==> config.mk <==
export PLATFORM = sky130hd
export DESIGN_NAME = cmd_bus_arbiter_flat
export DESIGN_NICKNAME = d
export VERILOG_FILES = /design/src/rtl/cmd_bus_arbiter_if.sv /design/src/rtl/cmd_bus_arbiter.sv /design/src/flat_wrapper.sv
export SDC_FILE = /design/constraint.sdc
export NUM_CORES = 1
export LEC_CHECK = 0
export BUFFER_PORTS_ARGS = -buffer_cell sky130_fd_sc_hd__buf_4
export CAP_MARGIN = 20
export CELL_PAD_IN_SITES_DETAIL_PLACEMENT = 0
export CELL_PAD_IN_SITES_GLOBAL_PLACEMENT = 1
export CORE_AREA = 2 2 109 111
export CTS_BUF_LIST = sky130_fd_sc_hd__clkbuf_4 sky130_fd_sc_hd__clkbuf_8 sky130_fd_sc_hd__clkbuf_16
export CTS_CLUSTER_SIZE = 40
export DETAILED_ROUTE_END_ITERATION = 8
export DIE_AREA = 0 0 111 113
export PLACE_DENSITY = 0.9
export SETUP_SLACK_MARGIN = 0.4
export SLEW_MARGIN = 20
export SYNTH_ARGS = -nofsm -noshare
export SYNTH_HDL_FRONTEND = slang
export SYNTH_SLANG_ARGS = --single-unit
export TNS_END_PERCENT = 20
==> constraint.sdc <==
create_clock -name clk -period 8.3 [get_ports clk]
set_clock_uncertainty 0.1 [all_clocks]
set_input_delay 1.245 -clock clk [delete_from_list [all_inputs] [get_ports clk]]
set_output_delay 1.245 -clock clk [all_outputs]
set_load 0.005 [all_outputs]
==> src/rtl/cmd_bus_arbiter_if.sv <==
// Requester and command-bus signal bundle for cmd_bus_arbiter.
// The master modport is the arbiter's view; slave is the requesters' and chips' view.
interface cmd_bus_arbiter_if #(
  parameter int unsigned NREQ   = 2,
  parameter int unsigned ADDR_W = 19,
  parameter int unsigned DATA_W = 32
);
  logic [NREQ-1:0]        req;
  logic [NREQ-1:0]        req_wr;
  logic [NREQ*ADDR_W-1:0] req_addr;
  logic [NREQ*DATA_W-1:0] req_data;
  logic [NREQ-1:0]        gnt;
  logic [DATA_W-1:0]      rd_data;
  logic [NREQ-1:0]        rd_valid;
  logic                   rd_err;
  logic                   busy;
  logic [ADDR_W-1:0]      bus_addr;
  logic [DATA_W-1:0]      bus_data;
  logic                   bus_en;
  logic                   bus_rd;
  logic                   bus_wr;
  logic [DATA_W-1:0]      bus_rd_data;
  logic                   bus_rd_ack;

  modport master (
    input  req, req_wr, req_addr, req_data, bus_rd_data, bus_rd_ack,
    output gnt, rd_data, rd_valid, rd_err, busy, bus_addr, bus_data, bus_en, bus_rd, bus_wr
  );

  modport slave (
    output req, req_wr, req_addr, req_data, bus_rd_data, bus_rd_ack,
    input  gnt, rd_data, rd_valid, rd_err, busy, bus_addr, bus_data, bus_en, bus_rd, bus_wr
  );
endinterface

==> src/rtl/cmd_bus_arbiter.sv <==
// Round-robin owner of the shared command bus: one transaction at a time, read data routed back.
// Define CMD_ARB_RD_TIMEOUT_EN to bound the read-ack wait to RD_TIMEOUT cycles.
module cmd_bus_arbiter #(
  parameter int unsigned NREQ       = 2,
  parameter int unsigned ADDR_W     = 19,
  parameter int unsigned DATA_W     = 32,
  parameter int unsigned RD_TIMEOUT = 255
) (
  input logic               clk,
  input logic               rst,
  cmd_bus_arbiter_if.master arb
);

  localparam int unsigned OwnW = (NREQ > 1) ? $clog2(NREQ) : 1;

  if (NREQ < 2 || NREQ > 8 || RD_TIMEOUT == 0) begin : g_param_check
    $error("cmd_bus_arbiter: NREQ must be 2..8 and RD_TIMEOUT nonzero");
  end

  typedef enum logic [1:0] {StIdle, StIssue, StRdWait} state_e;

  state_e            state_q, state_d;
  logic [OwnW-1:0]   owner_q, owner_d;
  logic [OwnW-1:0]   last_q, last_d;
  logic              wr_q, wr_d;
  logic [NREQ-1:0]   gnt_q, gnt_d;
  logic [NREQ-1:0]   rd_valid_q, rd_valid_d;
  logic [DATA_W-1:0] rd_data_q, rd_data_d;
  logic [ADDR_W-1:0] bus_addr_q, bus_addr_d;
  logic [DATA_W-1:0] bus_data_q, bus_data_d;
  logic              bus_en_q, bus_en_d;
  logic              bus_rd_q, bus_rd_d;
  logic              bus_wr_q, bus_wr_d;

  logic [ADDR_W-1:0] addr_arr [NREQ];
  logic [DATA_W-1:0] data_arr [NREQ];
  logic              pick_found;
  logic [OwnW-1:0]   pick_idx;

  for (genvar i = 0; i < NREQ; i++) begin : g_unpack
    assign addr_arr[i] = arb.req_addr[i*ADDR_W +: ADDR_W];
    assign data_arr[i] = arb.req_data[i*DATA_W +: DATA_W];
  end

  // First requester found searching upward from the one after the last owner, wrapping.
  always_comb begin
    int unsigned cand;
    pick_found = 1'b0;
    pick_idx   = '0;
    cand       = 0;
    for (int unsigned k = 1; k <= NREQ; k++) begin
      cand = 32'(last_q) + k;
      if (cand >= NREQ) cand = cand - NREQ;
      if (!pick_found && arb.req[OwnW'(cand)]) begin
        pick_found = 1'b1;
        pick_idx   = OwnW'(cand);
      end
    end
  end

`ifdef CMD_ARB_RD_TIMEOUT_EN
  localparam int unsigned CntW = ($clog2(RD_TIMEOUT + 1) > 8) ? $clog2(RD_TIMEOUT + 1) : 8;

  logic [CntW-1:0] cnt_q, cnt_d;
  logic            rd_err_q, rd_err_d;

  always_ff @(posedge clk or posedge rst) begin
    if (rst) begin
      cnt_q    <= '0;
      rd_err_q <= 1'b0;
    end else begin
      cnt_q    <= cnt_d;
      rd_err_q <= rd_err_d;
    end
  end

  assign arb.rd_err = rd_err_q;
`else
  assign arb.rd_err = 1'b0;
`endif

  always_comb begin
    state_d    = state_q;
    owner_d    = owner_q;
    last_d     = last_q;
    wr_d       = wr_q;
    gnt_d      = '0;
    rd_valid_d = '0;
    rd_data_d  = rd_data_q;
    bus_addr_d = bus_addr_q;
    bus_data_d = bus_data_q;
    bus_en_d   = 1'b0;
    bus_rd_d   = 1'b0;
    bus_wr_d   = 1'b0;
`ifdef CMD_ARB_RD_TIMEOUT_EN
    cnt_d      = cnt_q;
    rd_err_d   = 1'b0;
`endif
    unique case (state_q)
      StIdle: begin
        if (pick_found) begin
          state_d    = StIssue;
          owner_d    = pick_idx;
          last_d     = pick_idx;
          wr_d       = arb.req_wr[pick_idx];
          gnt_d      = NREQ'(1) << pick_idx;
          bus_addr_d = addr_arr[pick_idx];
          bus_data_d = data_arr[pick_idx];
          bus_en_d   = 1'b1;
          bus_wr_d   = arb.req_wr[pick_idx];
          bus_rd_d   = ~arb.req_wr[pick_idx];
        end
      end
      StIssue: begin
        state_d = wr_q ? StIdle : StRdWait;
`ifdef CMD_ARB_RD_TIMEOUT_EN
        cnt_d   = '0;
`endif
      end
      StRdWait: begin
        // An ack arriving on the timeout cycle takes priority over the timeout.
        if (arb.bus_rd_ack) begin
          rd_data_d  = arb.bus_rd_data;
          rd_valid_d = NREQ'(1) << owner_q;
          state_d    = StIdle;
        end
`ifdef CMD_ARB_RD_TIMEOUT_EN
        else if (cnt_q == CntW'(RD_TIMEOUT - 1)) begin
          rd_data_d  = DATA_W'(32'hDEADBEEF);
          rd_valid_d = NREQ'(1) << owner_q;
          rd_err_d   = 1'b1;
          state_d    = StIdle;
        end else begin
          cnt_d = cnt_q + CntW'(1);
        end
`endif
      end
      default: state_d = StIdle;
    endcase
  end

  always_ff @(posedge clk or posedge rst) begin
    if (rst) begin
      state_q    <= StIdle;
      owner_q    <= '0;
      last_q     <= OwnW'(NREQ - 1);
      wr_q       <= 1'b0;
      gnt_q      <= '0;
      rd_valid_q <= '0;
      rd_data_q  <= '0;
      bus_addr_q <= '0;
      bus_data_q <= '0;
      bus_en_q   <= 1'b0;
      bus_rd_q   <= 1'b0;
      bus_wr_q   <= 1'b0;
    end else begin
      state_q    <= state_d;
      owner_q    <= owner_d;
      last_q     <= last_d;
      wr_q       <= wr_d;
      gnt_q      <= gnt_d;
      rd_valid_q <= rd_valid_d;
      rd_data_q  <= rd_data_d;
      bus_addr_q <= bus_addr_d;
      bus_data_q <= bus_data_d;
      bus_en_q   <= bus_en_d;
      bus_rd_q   <= bus_rd_d;
      bus_wr_q   <= bus_wr_d;
    end
  end

  assign arb.gnt      = gnt_q;
  assign arb.rd_valid = rd_valid_q;
  assign arb.rd_data  = rd_data_q;
  assign arb.busy     = (state_q != StIdle);
  assign arb.bus_addr = bus_addr_q;
  assign arb.bus_data = bus_data_q;
  assign arb.bus_en   = bus_en_q;
  assign arb.bus_rd   = bus_rd_q;
  assign arb.bus_wr   = bus_wr_q;

endmodule

==> src/flat_wrapper.sv <==
// flat-port wrapper written by rule: the top's interface ports become plain ports
module cmd_bus_arbiter_flat 
#(
  parameter int unsigned NREQ       = 2,
  parameter int unsigned ADDR_W     = 19,
  parameter int unsigned DATA_W     = 32,
  parameter int unsigned RD_TIMEOUT = 255
)
  (clk, rst, arb_req, arb_req_wr, arb_req_addr, arb_req_data, arb_bus_rd_data, arb_bus_rd_ack, arb_gnt, arb_rd_data, arb_rd_valid, arb_rd_err, arb_busy, arb_bus_addr, arb_bus_data, arb_bus_en, arb_bus_rd, arb_bus_wr);
  cmd_bus_arbiter_if #(.NREQ(NREQ), .ADDR_W(ADDR_W), .DATA_W(DATA_W)) arb_i ();
  input logic clk;
  input logic rst;
  input wire logic [$bits(arb_i.req)-1:0] arb_req;
  input wire logic [$bits(arb_i.req_wr)-1:0] arb_req_wr;
  input wire logic [$bits(arb_i.req_addr)-1:0] arb_req_addr;
  input wire logic [$bits(arb_i.req_data)-1:0] arb_req_data;
  input wire logic [$bits(arb_i.bus_rd_data)-1:0] arb_bus_rd_data;
  input wire logic [$bits(arb_i.bus_rd_ack)-1:0] arb_bus_rd_ack;
  output wire logic [$bits(arb_i.gnt)-1:0] arb_gnt;
  output wire logic [$bits(arb_i.rd_data)-1:0] arb_rd_data;
  output wire logic [$bits(arb_i.rd_valid)-1:0] arb_rd_valid;
  output wire logic [$bits(arb_i.rd_err)-1:0] arb_rd_err;
  output wire logic [$bits(arb_i.busy)-1:0] arb_busy;
  output wire logic [$bits(arb_i.bus_addr)-1:0] arb_bus_addr;
  output wire logic [$bits(arb_i.bus_data)-1:0] arb_bus_data;
  output wire logic [$bits(arb_i.bus_en)-1:0] arb_bus_en;
  output wire logic [$bits(arb_i.bus_rd)-1:0] arb_bus_rd;
  output wire logic [$bits(arb_i.bus_wr)-1:0] arb_bus_wr;
  assign arb_i.req = arb_req;
  assign arb_i.req_wr = arb_req_wr;
  assign arb_i.req_addr = arb_req_addr;
  assign arb_i.req_data = arb_req_data;
  assign arb_i.bus_rd_data = arb_bus_rd_data;
  assign arb_i.bus_rd_ack = arb_bus_rd_ack;
  assign arb_gnt = arb_i.gnt;
  assign arb_rd_data = arb_i.rd_data;
  assign arb_rd_valid = arb_i.rd_valid;
  assign arb_rd_err = arb_i.rd_err;
  assign arb_busy = arb_i.busy;
  assign arb_bus_addr = arb_i.bus_addr;
  assign arb_bus_data = arb_i.bus_data;
  assign arb_bus_en = arb_i.bus_en;
  assign arb_bus_rd = arb_i.bus_rd;
  assign arb_bus_wr = arb_i.bus_wr;
  cmd_bus_arbiter #(.NREQ(NREQ), .ADDR_W(ADDR_W), .DATA_W(DATA_W), .RD_TIMEOUT(RD_TIMEOUT)) u_core (.clk(clk), .rst(rst), .arb(arb_i));
endmodule
# Word-level counts from Yosys, hierarchy flattened
# Index checks and enable logic that the tools add are counted.
[word_totals]
elab_cells = 69
register_bits = 95
output_inout_bits = 92
input_bits = 141
n_memories = 0
romBits = 0
mem_bits_rw = 0
latch_bits = 0
[classes]
n_reduce_logical = 7
multipliers = 0
div = 0
shifts = 2
bitwise_logic = 2
n_lt_le_gt_ge = 6
n_addsub = 4
n_mux = 32
eq_ne = 4
[ops]
columns = ["op", "count"]
rows = [
  ["$mux W32", 3],
  ["$mux W19", 3],
  ["$mux W1", 18],
  ["$mux W2", 7],
  ["$lt A1 B2 Y1 const B", 3],
  ["$pmux W2 S3", 1],
  ["$reduce_and A2 Y1", 3],
  ["$ge A2 B2 Y1 const B", 2],
  ["$shl A1 B1 Y2 const A", 2],
  ["$add A1 B2 Y3 const B", 1],
  ["$ge A3 B2 Y1 const B", 1],
  ["$add A1 B1 Y2 const B", 1],
  ["$eq A2 B1 Y1 const B", 1],
  ["$eq A2 B2 Y1 const B", 1],
  ["$logic_not A2 Y1", 1],
  ["$ne A2 B1 Y1 const B", 1],
  ["$ne A2 B2 Y1 const B", 1],
  ["$not A1 Y2", 1],
  ["$reduce_bool A2 Y1", 1],
  ["$sub A1 B1 Y1 const B", 2],
  ["$logic_and A1 B1 Y1", 1],
  ["$logic_not A1 Y1", 1],
  ["$not A1 Y1", 1],
]

# Logic depth before layout (Yosys ltp)
# Gate-level depths: netlist of run 1.
[logic_depth]
depth_word = 14
ltp_mapped = 6
mapped_depth_nobuf = 4

# Worst setup path before layout of run 1
# No wires, ideal clock.
[synth_path]
path_kind = "input to register"
startpoint = "input arb_bus_rd_ack"
endpoint = "register u_core.rd_data_q[10], in the netlist u_core.arb.rd_data[10]"
t_arrival_ns = 2.008
slack_ns = 6.068
setup_time_ns = 0.125
t_required_ns = 8.075
n_path_buf = 1
stages = 3
cell_sequence = "nand3b_1 > buf_2 > mux2_2"
[synth_between]
elab_chain_len = 1
[synth_lines]
columns = ["element", "line_no", "rtl"]
rows = [
  ["start: declaration", "flat_wrapper.sv:18", "input wire logic [$bits(arb_i.bus_rd_ack)-1:0] arb_bus_rd_ack;"],
  ["$reduce_and A2 Y1 (no line)", "--", ""],
  ["end signal: assignment", "cmd_bus_arbiter.sv:163", "rd_data_q <= rd_data_d;"],
  ["end: declaration", "cmd_bus_arbiter.sv:28", "logic [DATA_W-1:0] rd_data_q, rd_data_d;"],
]
# Every way passes these cells.
# A chain may end at the register's enable or synchronous reset.

# Worst setup path after layout of run 1
[layout_path]
startpoint = "register u_core.state_q[0]"
endpoint = "output arb_busy"
[layout_between]
elab_chain_len = 1
[layout_lines]
columns = ["element", "line_no", "rtl"]
rows = [
  ["start: declaration", "cmd_bus_arbiter.sv:22", "state_e state_q, state_d;"],
  ["start signal: assignment", "cmd_bus_arbiter.sv:144", "state_q <= StIdle;"],
  ["start signal: assignment", "cmd_bus_arbiter.sv:157", "state_q <= state_d;"],
  ["$reduce_bool A2 Y1", "cmd_bus_arbiter.sv:175", "assign arb.busy = (state_q != StIdle);"],
  ["end: declaration", "flat_wrapper.sv:23", "output wire logic [$bits(arb_i.busy)-1:0] arb_busy;"],
]
# Every way passes these cells.

==> impl_summary.txt, run 1 <==
----------------------------------------------------
[STA]
  Accumulated negative setup slack ... 0 ns
  Min Tclk post-route ... 3.027 ns
  Part of the cycle the worst path needs ... 36.47%
  Count of endpoints failing hold in the final timing report ... 0
  Maximum achievable frequency ... 330.3 MHz
  Unrepaired setup endpoints after global routing ... no
  Final setup violating endpoints ... 0
  Number of max-slew violations in the final report ... 0
  Hold slack final ... 0.3580 ns
  Headroom to the max-slew limit ... 32.59%
  Worst-margin pin slew ... just over 1 ns

[Floorplan]
  Effective utilization at floorplan ... a little over a third
  Area of the core ... between 10000 and 15000 µm²
  Die X ... 111 µm
  Area enclosed by the die boundary ... between 10000 and 15000 µm²
  Number of rows created at floorplan ... 39
  Vertical extent of the die ... 113 µm
  Top-level port count ... 233

[Placed design]
  Half-perimeter wire length after detailed placement ... 7818 µm
  Number of input and output port buffers inserted ... 231
  Gpl congestion ... 0.8025
  Cells after DPL ... 633

[Worst setup path]
  Crit Path Max Fanout ... 32
  Endpoint type of the worst setup path ... primary output
  Kind of start point of the critical path ... register
  Reg2reg start ... u_core.state_q[0]
  Cells on worst reg2reg path ... 3
  Setup Crit Path Kind ... register to primary output
  CP Data Arrival Time ... ~1.7 ns
  Critical register-to-register path endpoint ... u_core.arb.bus_data[5]
  Worst EP required ... 6.95 ns
  Worst R2R Setup Slack ... 5.92 ns

[Route]
  Ratio of routed vias to standard cells ... 5.018
  Residual DRC count ... 0
  Final routed wirelength across all metal layers ... 10890 µm
  WL/cell ... between 15 and 20 µm
  Detailed-routing iteration count for the pre-antenna-repair pass ... 4
  Remaining number of nets flagged by the antenna check after routing ... 0
  Detailed Route Iter0 Violations ... 130
  Total via count after detailed routing ... 3262

[Global route]
  Maximum number of pins on one net before global-route repair ... 57
  Antenna violations before repair ... 0
  Number of global-route vias before repair ... 3365
  Global-route wire length before repair ... 17260 µm
  Overall fraction of global-route tracks in use ... 17.27%
  Total global routing overflow ... 0

[Finish]
  End-of-flow core utilization ... between 50 and 60%
  Fin nets ... approximately 640
  Most common library cell in the layout ignoring fill and taps ... buf_4
  Layout Cells excl Fill ... 650
  Layout area overhead ... 54.27%
  Sequential cell area ... around 2400 µm²
  Share of cells above drive strength 1 ... 57.20%
  Multi-input logic area ... approximately 1300 µm²
  Count of fill cells added during filler insertion ... around 1000
  Leading cell types in the layout, fill and taps excluded ... buf_4 (234), dfrtp_1 (94), and3_1 (51), a221o_1 (51), mux2_2 (32)
  Antenna diode count ... 0

[Synthesis]
  Post-synth design cell area ... 3913 µm²
  Mapped Nets ... ~420
  Synth top area cells ... dfrtp_1 (60%), a221o_1 (13%), mux2_2 (9.2%), and3_1 (8.3%), buf_6 (3.2%)
  Sequential area share after synthesis ... 60.79%
  Number of distinct standard cells referenced by the synthesized netlist ... 22
  Largest area contributor in the netlist ... dfrtp_1
  Synthesis-stage register bit count ... 95
  Synth top area share ... 60.12%
  Yosys Warn Count ... 0
  Cell count after synthesis ... 281
  Mean post-synth cell area ... 13.92 µm²

[Power]
  Leakage power ... 3.184 nW
  Worst voltage drop across the vdd grid ... 0.0001622 V
  PwrDens ... 347.7 nW/µm²

[Clock tree]
  Max clock buf depth ... 2
  Post-cts repair resize count ... 0
  Setup fix buffers added after clock tree synthesis ... 0
  Clock edge transition at the registers on the reported setup and hold paths ... 0.06 ns
  Post-cts hold buffer count ... 0
  Sinks on Clock Net ... 95
  Clock tree from TritonCTS ... built
  Clock latency reported for the late side of the worst-skew pair ... 0.33 ns
  Total clock buffers created by CTS ... 9
  Level count of the clock H-tree ... 3
  Root Buffer ... clkbuf_16

[Min path]
  Endpoint of the worst hold-timing path ... u_core.arb.rd_valid[0]
  Hold depth ... 1
  Beginning of the worst hold path ... u_core.owner_q
  Worst min-delay path class ... register to register

[Run status]
  Run status ... finished clean

[Flow run]
  Max-cap viol count ... 0

----------------------------------------------------
==> where the power goes <==
| part | switching [mW] | leakage [nW] | internal [mW] |
|---|---|---|---|
| sequential | 0.131 | 1.16 | 0.687 |
| combinational | 0.338 | 1.87 | 0.534 |
| clock | 0.171 | 0.152 | 0.237 |
==> critical path, stage by stage (launching register included) <==
cell and delay (ns):
dfrtp_1 0.42, nor2_4 0.49, buf_16 0.24, inv_1 0.07, buf_4 0.13
==> Yosys cell counts <==
cell,instances
a221o_1,51
a21boi_2,1
clkbuf_1,10
buf_2,4
nand2b_1,2
o21ai_2,1
nand3b_1,1
o21ai_0,1
conb_1,1
buf_6,11
mux2_2,32
nand2_1,1
inv_1,6
nor2_1,4
and3_1,52
a21o_1,2
nor2_4,1
dfrtp_1,94
and2_1,2
dfstp_2,1
buf_4,1
mux2i_1,2
==> final cells by class <==
cell class                      count  share of cell area, %
Clock inverter                      3                 0.3731
Tap cell                          143                  2.964
Multi-Input combinational cell    154                  22.18
Sequential cell                    95                  39.41
Inverter                            6                 0.4146
Clock buffer                       13                  4.643
Timing Repair Buffer              236                  30.02
==> flip-flops by register name (all words and copies together), names as in the netlist <==
signal / cells
u_core.arb.bus_data: 32
u_core.arb.bus_wr: 1
u_core.arb.rd_valid: 2
u_core.arb.gnt: 2
u_core.arb.bus_addr: 19
u_core.state_q: 2
u_core.last_q: 1
u_core.owner_q: 1
u_core.arb.bus_rd: 1
u_core.wr_q: 1
u_core.arb.rd_data: 32
u_core.arb.bus_en: 1
==> per-stage QoR <==
| step | worst slack [ns] | total power, mW | instance area (µm²) |
|---|---|---|---|
| 6_report | 5.273 | 2.099 | 6036 |
| 3_3_place_gp | 5.309 | 1.656 | 5678 |
| 3_5_place_dp | 5.407 | 1.691 | 5705 |
| 5_1_grt | 5.132 | 2.237 | 6036 |
| 2_1_floorplan | 4.480 | 1.233 | 3913 |
| 4_1_cts | 5.043 | 2.101 | 6008 |
==> cell families after synthesis <==
kind of cell	share of synthesized area, %
compound gates	14.07
simple gates	9.913
buf+inv	5.405
mux	9.722
flops	60.79
other cells	0.09585
==> worst max-delay path by stage <==
| stage | slack, ns | depth (start not counted) | to | from |
|---|---|---|---|---|
| finish | 5.27 | 4 | arb_busy | u_core.state_q[0] |
| global route | 5.13 | 4 | arb_busy | u_core.state_q[0] |
| CTS | 5.04 | 3 | arb_busy | u_core.state_q[0] |
| detailed placement | 5.41 | 3 | arb_busy | u_core.state_q[0] |
| global placement | 5.31 | 4 | u_core.arb.bus_rd | arb_req[0] |
| floorplan | 4.48 | 1 | u_core.arb.bus_addr[0] | rst |
==> layer usage <==
layer | track usage, % | vias up | share of wire, %
li1 | - | 1510 | -
met1 | 22.21 | 1582 | 42
met2 | 29.04 | 163 | 49
met3 | 5.035 | 7 | 8.0
met4 | 4.167 | 0 | 0.72
met5 | 0 | - | 0
(Power assumes the default switching activity.)
==> run 2: changes to the inputs <==
--- a/config.mk
+++ b/config.mk
@@ -9,12 +9,12 @@
 export CAP_MARGIN = 20
 export CELL_PAD_IN_SITES_DETAIL_PLACEMENT = 0
 export CELL_PAD_IN_SITES_GLOBAL_PLACEMENT = 1
-export CORE_AREA = 2 2 109 111
+export CORE_AREA = 2 2 120 122
 export CTS_BUF_LIST = sky130_fd_sc_hd__clkbuf_4 sky130_fd_sc_hd__clkbuf_8 sky130_fd_sc_hd__clkbuf_16
 export CTS_CLUSTER_SIZE = 40
 export DETAILED_ROUTE_END_ITERATION = 8
-export DIE_AREA = 0 0 111 113
-export PLACE_DENSITY = 0.9
+export DIE_AREA = 0 0 122 124
+export PLACE_DENSITY = 0.8
 export SETUP_SLACK_MARGIN = 0.4
 export SLEW_MARGIN = 20
 export SYNTH_ARGS = -nofsm -noshare
==> constraint.sdc (replaced) <==
create_clock -name clk -period 2.56 [get_ports clk]
set_clock_uncertainty 0.1 [all_clocks]
set_input_delay 0.384 -clock clk [delete_from_list [all_inputs] [get_ports clk]]
set_output_delay 0.384 -clock clk [all_outputs]
set_load 0.005 [all_outputs]
==> run 2 against run 1 <==
Against the previous run: design area rose by 1.8%; via count fell by 0.21%; largest power group unchanged; wire length rose by 3.9%; sequential cell count did not move; sequential power rose to 3.3 times the previous value.
==> impl_summary.txt, run 2 (synthesized netlist as in run 1, its figures left out) <==
----------------------------------------------------
[Placed design]
  Number of input and output port buffers inserted ... around 230
  Gpl congestion ... 0.7284
  Pre-CTS setup slack ... 0.5699 ns
  Half-perimeter wire length after detailed placement ... 8666 µm

[STA]
  Maximum achievable frequency ... 517.4 MHz
  Hold slack final ... 0.02951 ns
  Unrepaired setup endpoints after global routing ... no
  Count of endpoints failing hold in the final timing report ... 0
  Worst-margin pin slew ... 0.6395 ns
  Min Tclk post-route ... slightly below 2 ns
  Number of max-slew violations in the final report ... 0
  Final worst slack ... roughly 0.63 ns
  Accumulated negative setup slack ... 0 ns
  Part of the cycle the worst path needs ... between 70% and 80%
  Headroom to the max-slew limit ... 57.28%
  Final setup violating endpoints ... 0

[Global route]
  Global-route wire length before repair ... ~16000 µm
  Total global routing overflow ... 0
  Antenna violations before repair ... 0
  Number of global-route vias before repair ... roughly 3200
  Maximum number of pins on one net before global-route repair ... 42
  Overall fraction of global-route tracks in use ... 14.21%

[Finish]
  Fin nets ... 651
  Share of cells above drive strength 1 ... 57.86%
  Antenna diode count ... 0
  Layout area overhead ... 57.02%
  Most common library cell in the layout ignoring fill and taps ... buf_4
  Leading cell types in the layout, fill and taps excluded ... buf_4 (241), dfrtp_1 (94), and3_1 (51), a221o_1 (51), mux2_2 (32)
  Count of fill cells added during filler insertion ... 1274

[Floorplan]
  Area of the core ... 13720 µm²
  Top-level port count ... 233
  Vertical extent of the die ... around 120 µm
  Area enclosed by the die boundary ... 15130 µm²
  Number of rows created at floorplan ... 43
  Die X ... 122 µm
  Effective utilization at floorplan ... ~29%

[Clock tree]
  Clock edge transition at the registers on the reported setup and hold paths ... ~0.07 ns
  Level count of the clock H-tree ... 3
  Post-cts hold buffer count ... 0
  Clock tree from TritonCTS ... built
  Setup fix buffers added after clock tree synthesis ... 0
  Sinks on Clock Net ... 95
  Clock latency reported for the late side of the worst-skew pair ... between 0.3 and 0.4 ns
  Total clock buffers created by CTS ... 9
  Max clock buf depth ... 2
  Post-cts repair resize count ... 0
  Root Buffer ... clkbuf_16

[Route]
  WL/cell ... between 15 and 20 µm
  Final routed wirelength across all metal layers ... 11310 µm
  Remaining number of nets flagged by the antenna check after routing ... 0
  Detailed Route Iter0 Violations ... about 140
  Total via count after detailed routing ... 3255
  Ratio of routed vias to standard cells ... 4.683
  Detailed-routing iteration count for the pre-antenna-repair pass ... 4
  Residual DRC count ... 0

[Worst setup path]
  Setup Crit Path Kind ... register to primary output
  Worst EP required ... 2.08 ns
  Cells on worst reg2reg path ... 5
  CP Data Arrival Time ... 1.45 ns
  Kind of start point of the critical path ... register
  Crit Path Max Fanout ... 20
  Endpoint type of the worst setup path ... primary output

[Power]
  Leakage power ... 3.212 nW
  Worst voltage drop across the vdd grid ... 0.0004710 V
  PwrDens ... 1117 nW/µm²
  Power consumption ... 6.860 mW

[Run status]
  Run status ... finished clean

[Flow run]
  Max-cap viol count ... 0

[Min path]
  Worst min-delay path class ... input port to async pin

----------------------------------------------------
## run 2: layout make-up
type | instances | area, µm² | area share [%]
clock inverter | 7 | 80.08 | 1.303
sequential | 95 | 2379 | 38.72
timing repair buffer | 244 | 1869 | 30.43
clock buffer | 9 | 225.2 | 3.666
multi-input combinational | 154 | 1339 | 21.79
inverter | 6 | 26.28 | 0.4277
tap | 180 | 225.2 | 3.666
## run 2: final timing paths
check / startpoint / end / slack, ns
max: u_core.state_q[1] / arb_busy / 0.63
min: rst / u_core.state_q[1] / 0.03
max reg2reg: u_core.state_q[1] / u_core.arb.bus_data[24] / 0.72
min reg2reg: u_core.owner_q / u_core.arb.rd_valid[0] / 0.39
max in group asynchronous: rst / u_core.arb.rd_data[1] / 1.74
min in group clk: arb_bus_rd_ack / u_core.state_q[1] / 0.15
## run 2: metrics by stage
stage	cells	util [%]	cell area (µm²)
finish	695	44.78	6143
global route	695	44.78	6143
CTS	692	44.61	6121
detailed placement	676	42.39	5816
global placement	676	42.39	5816
floorplan	281	-	3916
## run 2: power breakdown
| group | leakage, nW | switching, mW | internal (mW) |
|---|---|---|---|
| clock | 0.148 | 0.596 | 0.769 |
| sequential | 1.16 | 0.445 | 2.23 |
| combinational | 1.90 | 1.06 | 1.76 |
| total | 3.21 | 2.11 | 4.75 |
## run 2: critical path, cell delays in order (launching register included)
cell	delay, ns
dfrtp_1	0.43
nor2_4	0.22
buf_4	0.26
inv_1	0.06
buf_4	0.13
## run 2: routing by layer
layer	vias to the layer above	global-route usage, %	share of wire [%]
met3	11	3.571	8.8
met1	1557	17.06	40
met2	159	24.58	49
met4	0	5.388	1.3
li1	1528	-	-
met5	-	0	0
